<file path="config.mk">
export PLATFORM = sky130hd
export DESIGN_NAME = onehot_wr_decoder
export DESIGN_NICKNAME = d
export VERILOG_FILES = /design/src/rtl/onehot_wr_decoder_pkg.sv /design/src/rtl/onehot_wr_decoder_dec.sv /design/src/rtl/onehot_wr_decoder.sv
export SDC_FILE = /design/constraint.sdc
export NUM_CORES = 1
export LEC_CHECK = 0
export ABC_AREA = 1
export CORE_MARGIN = 5
export CORE_UTILIZATION = 56
export CTS_CLUSTER_SIZE = 20
export DETAILED_ROUTE_END_ITERATION = 8
export GPL_TIMING_DRIVEN = 1
export PLACE_DENSITY = 0.85
export SLEW_MARGIN = 40
export SYNTH_ARGS = -nofsm -noshare
export SYNTH_HDL_FRONTEND = slang
export SYNTH_SLANG_ARGS = --single-unit
</file>
<file path="constraint.sdc">
create_clock -name clk -period 2.1 [get_ports clk]
set_input_delay 0.42 -clock clk [delete_from_list [all_inputs] [get_ports clk]]
set_output_delay 0.42 -clock clk [all_outputs]
set_load 0.01 [all_outputs]
</file>
<file path="src/rtl/onehot_wr_decoder_pkg.sv">
// Shared defaults and width helpers for the one-hot write-strobe decoder.
package onehot_wr_decoder_pkg;
    localparam int SEL_W_DEF  = 5;
    localparam int NPORTS_DEF = 2;
    localparam int CNT_W_DEF  = 8;

    function automatic int out_w(input int sel_w);
        return 1 << sel_w;
    endfunction
endpackage

</file>
<file path="src/rtl/onehot_wr_decoder_dec.sv">
// Combinational SEL_W-to-2**SEL_W decoder; an idle port decodes to zero so
// unused select bits never reach the output.
module onehot_dec
    import onehot_wr_decoder_pkg::*;
#(
    parameter int SEL_W = SEL_W_DEF
) (
    input  logic                     en_i,
    input  logic [SEL_W-1:0]         sel_i,
    output logic [out_w(SEL_W)-1:0]  dec_o
);
    always_comb begin
        dec_o = '0;
        if (en_i) dec_o[sel_i] = 1'b1;
    end
endmodule

</file>
<file path="src/rtl/onehot_wr_decoder.sv">
// Multi-port one-hot write-strobe decoder with lowest-port priority on
// same-select collisions, optional hold of the last strobe and a collision counter.
module onehot_wr_decoder
    import onehot_wr_decoder_pkg::*;
#(
    parameter int SEL_W     = SEL_W_DEF,
    parameter int NPORTS    = NPORTS_DEF,
    parameter bit ZERO_MASK = 1'b1,
    parameter int CNT_W     = CNT_W_DEF
) (
    input  logic                      clk,
    input  logic                      rst_n,
    input  logic [NPORTS-1:0]         en,
    input  logic [NPORTS*SEL_W-1:0]   sel,
    input  logic                      hold,
    input  logic                      clr_conflict,
    output logic [out_w(SEL_W)-1:0]   data_out,
    output logic [NPORTS-1:0]         port_hit,
    output logic                      conflict,
    output logic                      conflict_sticky,
    output logic [CNT_W-1:0]          conflict_cnt
);
    localparam int OUT_W = out_w(SEL_W);

    logic [SEL_W-1:0]  sel_a [NPORTS];
    logic [OUT_W-1:0]  dec_a [NPORTS];
    logic [NPORTS-1:0] valid, win;
    logic              any_valid, collision;

    logic [OUT_W-1:0]  data_d, data_q;
    logic [NPORTS-1:0] hit_d, hit_q;
    logic              conf_d, conf_q;
    logic              sticky_d, sticky_q;
    logic [CNT_W-1:0]  cnt_d, cnt_q;

    for (genvar p = 0; p < NPORTS; p++) begin : g_port
        assign sel_a[p] = sel[p*SEL_W +: SEL_W];
        assign valid[p] = en[p] && !(ZERO_MASK && (sel_a[p] == '0));

        onehot_dec #(.SEL_W(SEL_W)) u_dec (
            .en_i  (win[p]),
            .sel_i (sel_a[p]),
            .dec_o (dec_a[p])
        );
    end

    // A port wins unless a lower-indexed valid port targets the same select.
    always_comb begin
        win       = valid;
        collision = 1'b0;
        for (int p = 1; p < NPORTS; p++) begin
            for (int q = 0; q < p; q++) begin
                if (valid[p] && valid[q] && (sel_a[p] == sel_a[q])) begin
                    win[p]    = 1'b0;
                    collision = 1'b1;
                end
            end
        end
    end

    always_comb begin
        any_valid = |valid;
        data_d    = '0;
        for (int p = 0; p < NPORTS; p++) data_d = data_d | dec_a[p];
        if (!any_valid && hold) data_d = data_q;
        hit_d  = win;
        conf_d = collision;
    end

    // Collision in the same cycle as a clear restarts the count at one.
    always_comb begin
        sticky_d = sticky_q;
        cnt_d    = cnt_q;
        if (clr_conflict) begin
            sticky_d = 1'b0;
            cnt_d    = '0;
        end
        if (collision) begin
            sticky_d = 1'b1;
            if (clr_conflict)        cnt_d = CNT_W'(1);
            else if (cnt_q != '1)    cnt_d = cnt_q + CNT_W'(1);
        end
    end

    always_ff @(posedge clk or negedge rst_n) begin
        if (!rst_n) begin
            data_q   <= '0;
            hit_q    <= '0;
            conf_q   <= 1'b0;
            sticky_q <= 1'b0;
            cnt_q    <= '0;
        end else begin
            data_q   <= data_d;
            hit_q    <= hit_d;
            conf_q   <= conf_d;
            sticky_q <= sticky_d;
            cnt_q    <= cnt_d;
        end
    end

    assign data_out        = data_q;
    assign port_hit        = hit_q;
    assign conflict        = conf_q;
    assign conflict_sticky = sticky_q;
    assign conflict_cnt    = cnt_q;
endmodule

</file>
==> impl_metrics.tcl <==
set metrics [dict create \
    status "completed" \
    fin_nets 447 \
    r2r_end "conflict_cnt[0]$_DFF_PN0_" \
    drt_iter0_drc 239 \
    r2r-start "conflict_cnt[1]$_DFF_PN0_" \
    die_h_um 83.5 \
    final_core_utilization_pct 73.9 \
    clkSinkCount 44 \
    hold_path.class "in -> async" \
    setup_tns_ns 0 \
    synthArstFlopShare_pct 100 \
    seqCellArea_um2 1100 \
    clockBufferDepth 2 \
    avgRoutedWirePerCell_um 16.0 \
    clkLatencyLatePin_ns 0.29 \
    finalWorstSetupSlack_ns 0.288 \
    synth-seq-area-share_pct 36.4 \
    total_power_mw 1.75 \
    grt_pass1_wl_um 13600 \
    leakage_nw 1.82 \
    hold_viol 0 \
    grt_max_degree 36 \
    track_usage_pct 23.5 \
    path_delay_family "simple AND/OR/NAND/NOR gates" \
    vias 2894 \
    diodes 0 \
    fillers 413 \
    ys_types 28 \
    crit_path_end_kind "flop" \
    io_buffers 59 \
    clk_pin_slew_ns 0.08 \
    cp_slowest_cell "clkdlybuf4s50_1" \
    postPlaceCellArea_um2 3730 \
    holdBufCountCts 0 \
    die-area_um2 6970 \
    gr-total-overflow 0 \
    drive_gt1_share_pct 23.2 \
    numCtsBuffers 5 \
    cts_tree "yes" \
    fin_crit_ns 1.81 \
    path_common_cell "nand2_1" \
    rrSetupSlack_ns 0.60 \
    cts_root_buf "clkbuf_8" \
    rsz0062_at_grt "no" \
    syn-num-nets 380 \
    fin_skew_ns 0.00182 \
    powerDensity_nw_per_um2 459 \
    cts_setup_buffers 0 \
    synth_ff_type "dfrtp_1" \
    place_congestion 0.926 \
    rows 26 \
    max_freq_mhz 552 \
    stdcell_count 501 \
    dp_hpwl_um 5850 \
    worst_slew_pin_slew_ns 0.515 \
    wl_um 7990 \
    drv_slew 0 \
    slowest_delay_ns 0.54 \
    grt_pass1_vias 2819 \
    multi_input_area_um2 1690 \
    initial_core_util_pct 58.5 \
    finalCritPeriodShare_pct 86.3 \
    ant_nets 0 \
    h-tree-depth 2 \
    ir_drop_mv 0.282 \
    hold_ws_ns 0.0899 \
    cap_violations 0 \
    crit_fanout 35 \
    cp.arrival_ns 1.99 \
    dpl.cell_count 493 \
    synth_edf_count 0 \
    cts_resized 0 \
    io_pins 60 \
    core_um2 5170 \
    startpoint_type "primary input" \
    dieWidth_um 83.5 \
    first_pass_iters 4 \
    yosysWarnings 0 \
    crit_buf_inv 2 \
    avgSynthCellArea_um2 8.33 \
    synthToLayoutAreaGrowth_pct 26.3 \
    path_cells "clkdlybuf4s50_1 -> inv_1 -> nand2_1 -> nand2_1 -> nand3_2 -> nor2_8 -> nand2_8 -> nand3_1 -> o21ai_0" \
    ys_ff_latch 44 \
    reg2reg_depth 8 \
    synth_area_um2 3020 \
    finalInstanceArea_um2 3820 \
    worstSetupPathType "in -> reg" \
    synthCells 363 \
    finalSetupViolCount 0 \
    antenna_found_initial 0 \
    cp_num_cells 9 \
    drcViolationCount 0 \
    required_ns 2.28 \
    post-place-ws_ns -0.00355 \
    routed_via_density 5.78 \
    relSlewSlack_pct 65.7 \
]
==> cell type report <==
class                   instances  share of cell area, %
multi-input cells             275                   44.2
well taps                      70                   2.29
inverters                      25                   2.46
repair buffers                 79                   19.9
clock buffers                   8                   2.36
flip-flops and latches         44                   28.8
==> synthesized netlist by cell type (4+ instances only) <==
master,instances,area share [%]
nand2_1,66,8.2
nand3_2,61,20
nor2_1,47,5.8
dfrtp_1,44,36
nand4_1,36,7.4
nand3_1,28,4.6
inv_1,22,2.7
o21ai_0,10,1.7
buf_2,9,1.5
nor3_1,5,0.83
clkbuf_1,4,0.50
xnor2_1,4,1.2
==> cells in the final DEF (no fill, tap or decap) <==
master           instances
a21oi_1                  3
and2_1                   1
buf_12                   2
buf_2                    1
buf_4                   18
clkbuf_1                 2
clkbuf_8                 6
clkdlybuf4s50_1         58
dfrtp_1                 44
ha_1                     1
inv_1                   22
inv_2                    3
nand2_1                 66
nand2_2                  2
nand2_4                  2
nand2_8                  1
nand3_1                 28
nand3_2                 61
nand4_1                 36
nor2_1                  47
nor2_2                   1
nor2_4                   1
nor2_8                   2
nor3_1                   5
nor3b_1                  1
o21a_1                   1
o21ai_0                 10
o2bb2ai_1                1
or2_0                    1
xnor2_1                  4
==> worst register-to-register path, cell delays in order, from the launching register on <==
cell	delay, ns
dfrtp_1	0.42
ha_1	0.24
nand3_1	0.14
nor2_1	0.19
nand2_1	0.12
nand2_1	0.07
nand2_1	0.05
nor2_1	0.07
o21ai_0	0.09
==> state kept, by name (all words and copies together), names as in the netlist <==
signal	flops
data_out	32
conflict_cnt	8
port_hit	2
conflict	1
conflict_sticky	1
==> worst max-delay path by stage <==
stage,to,startpoint
after global routing,data_out[2]$_DFFE_PN0N_,sel[8]
final,conflict_cnt[7]$_DFF_PN0_,sel[8]
after floorplan,data_out[10]$_DFFE_PN0N_,sel[4]
after global placement,conflict_cnt[7]$_DFF_PN0_,sel[8]
after detailed placement,conflict_cnt[7]$_DFF_PN0_,sel[9]
after CTS,conflict_cnt[6]$_DFF_PN0_,sel[9]
==> kinds of logic after synthesis <==
kind of cell / Yosys count / share of synthesized area, %
AO/OA/AOI/OAI: 15 / 2.69
XOR/XNOR: 4 / 1.16
flip-flops: 44 / 36.4
buffers and inverters: 44 / 7.82
AND/OR/NAND/NOR: 255 / 51.5
adder cells (fa/ha/maj): 1 / 0.414
==> report_power, final <==
| group | switching [mW] | total [mW] | leakage [nW] | internal (mW) |
|---|---|---|---|---|
| Combinational | 0.207 | 0.329 | 1.17 | 0.122 |
| Sequential | 0.00880 | 0.872 | 0.606 | 0.863 |
| Clock | 0.285 | 0.553 | 0.0455 | 0.269 |
==> metal layers <==
metal | vias up | global-route usage [%] | share of wire [%]
li1 | 1377 | - | -
met1 | 1415 | 31.3 | 44
met2 | 90 | 38.8 | 48
met3 | 12 | 4.24 | 6.4
met4 | 0 | 7.60 | 1.5
met5 | - | 0 | 0
Note: power is estimated with default switching activity, not from simulation.
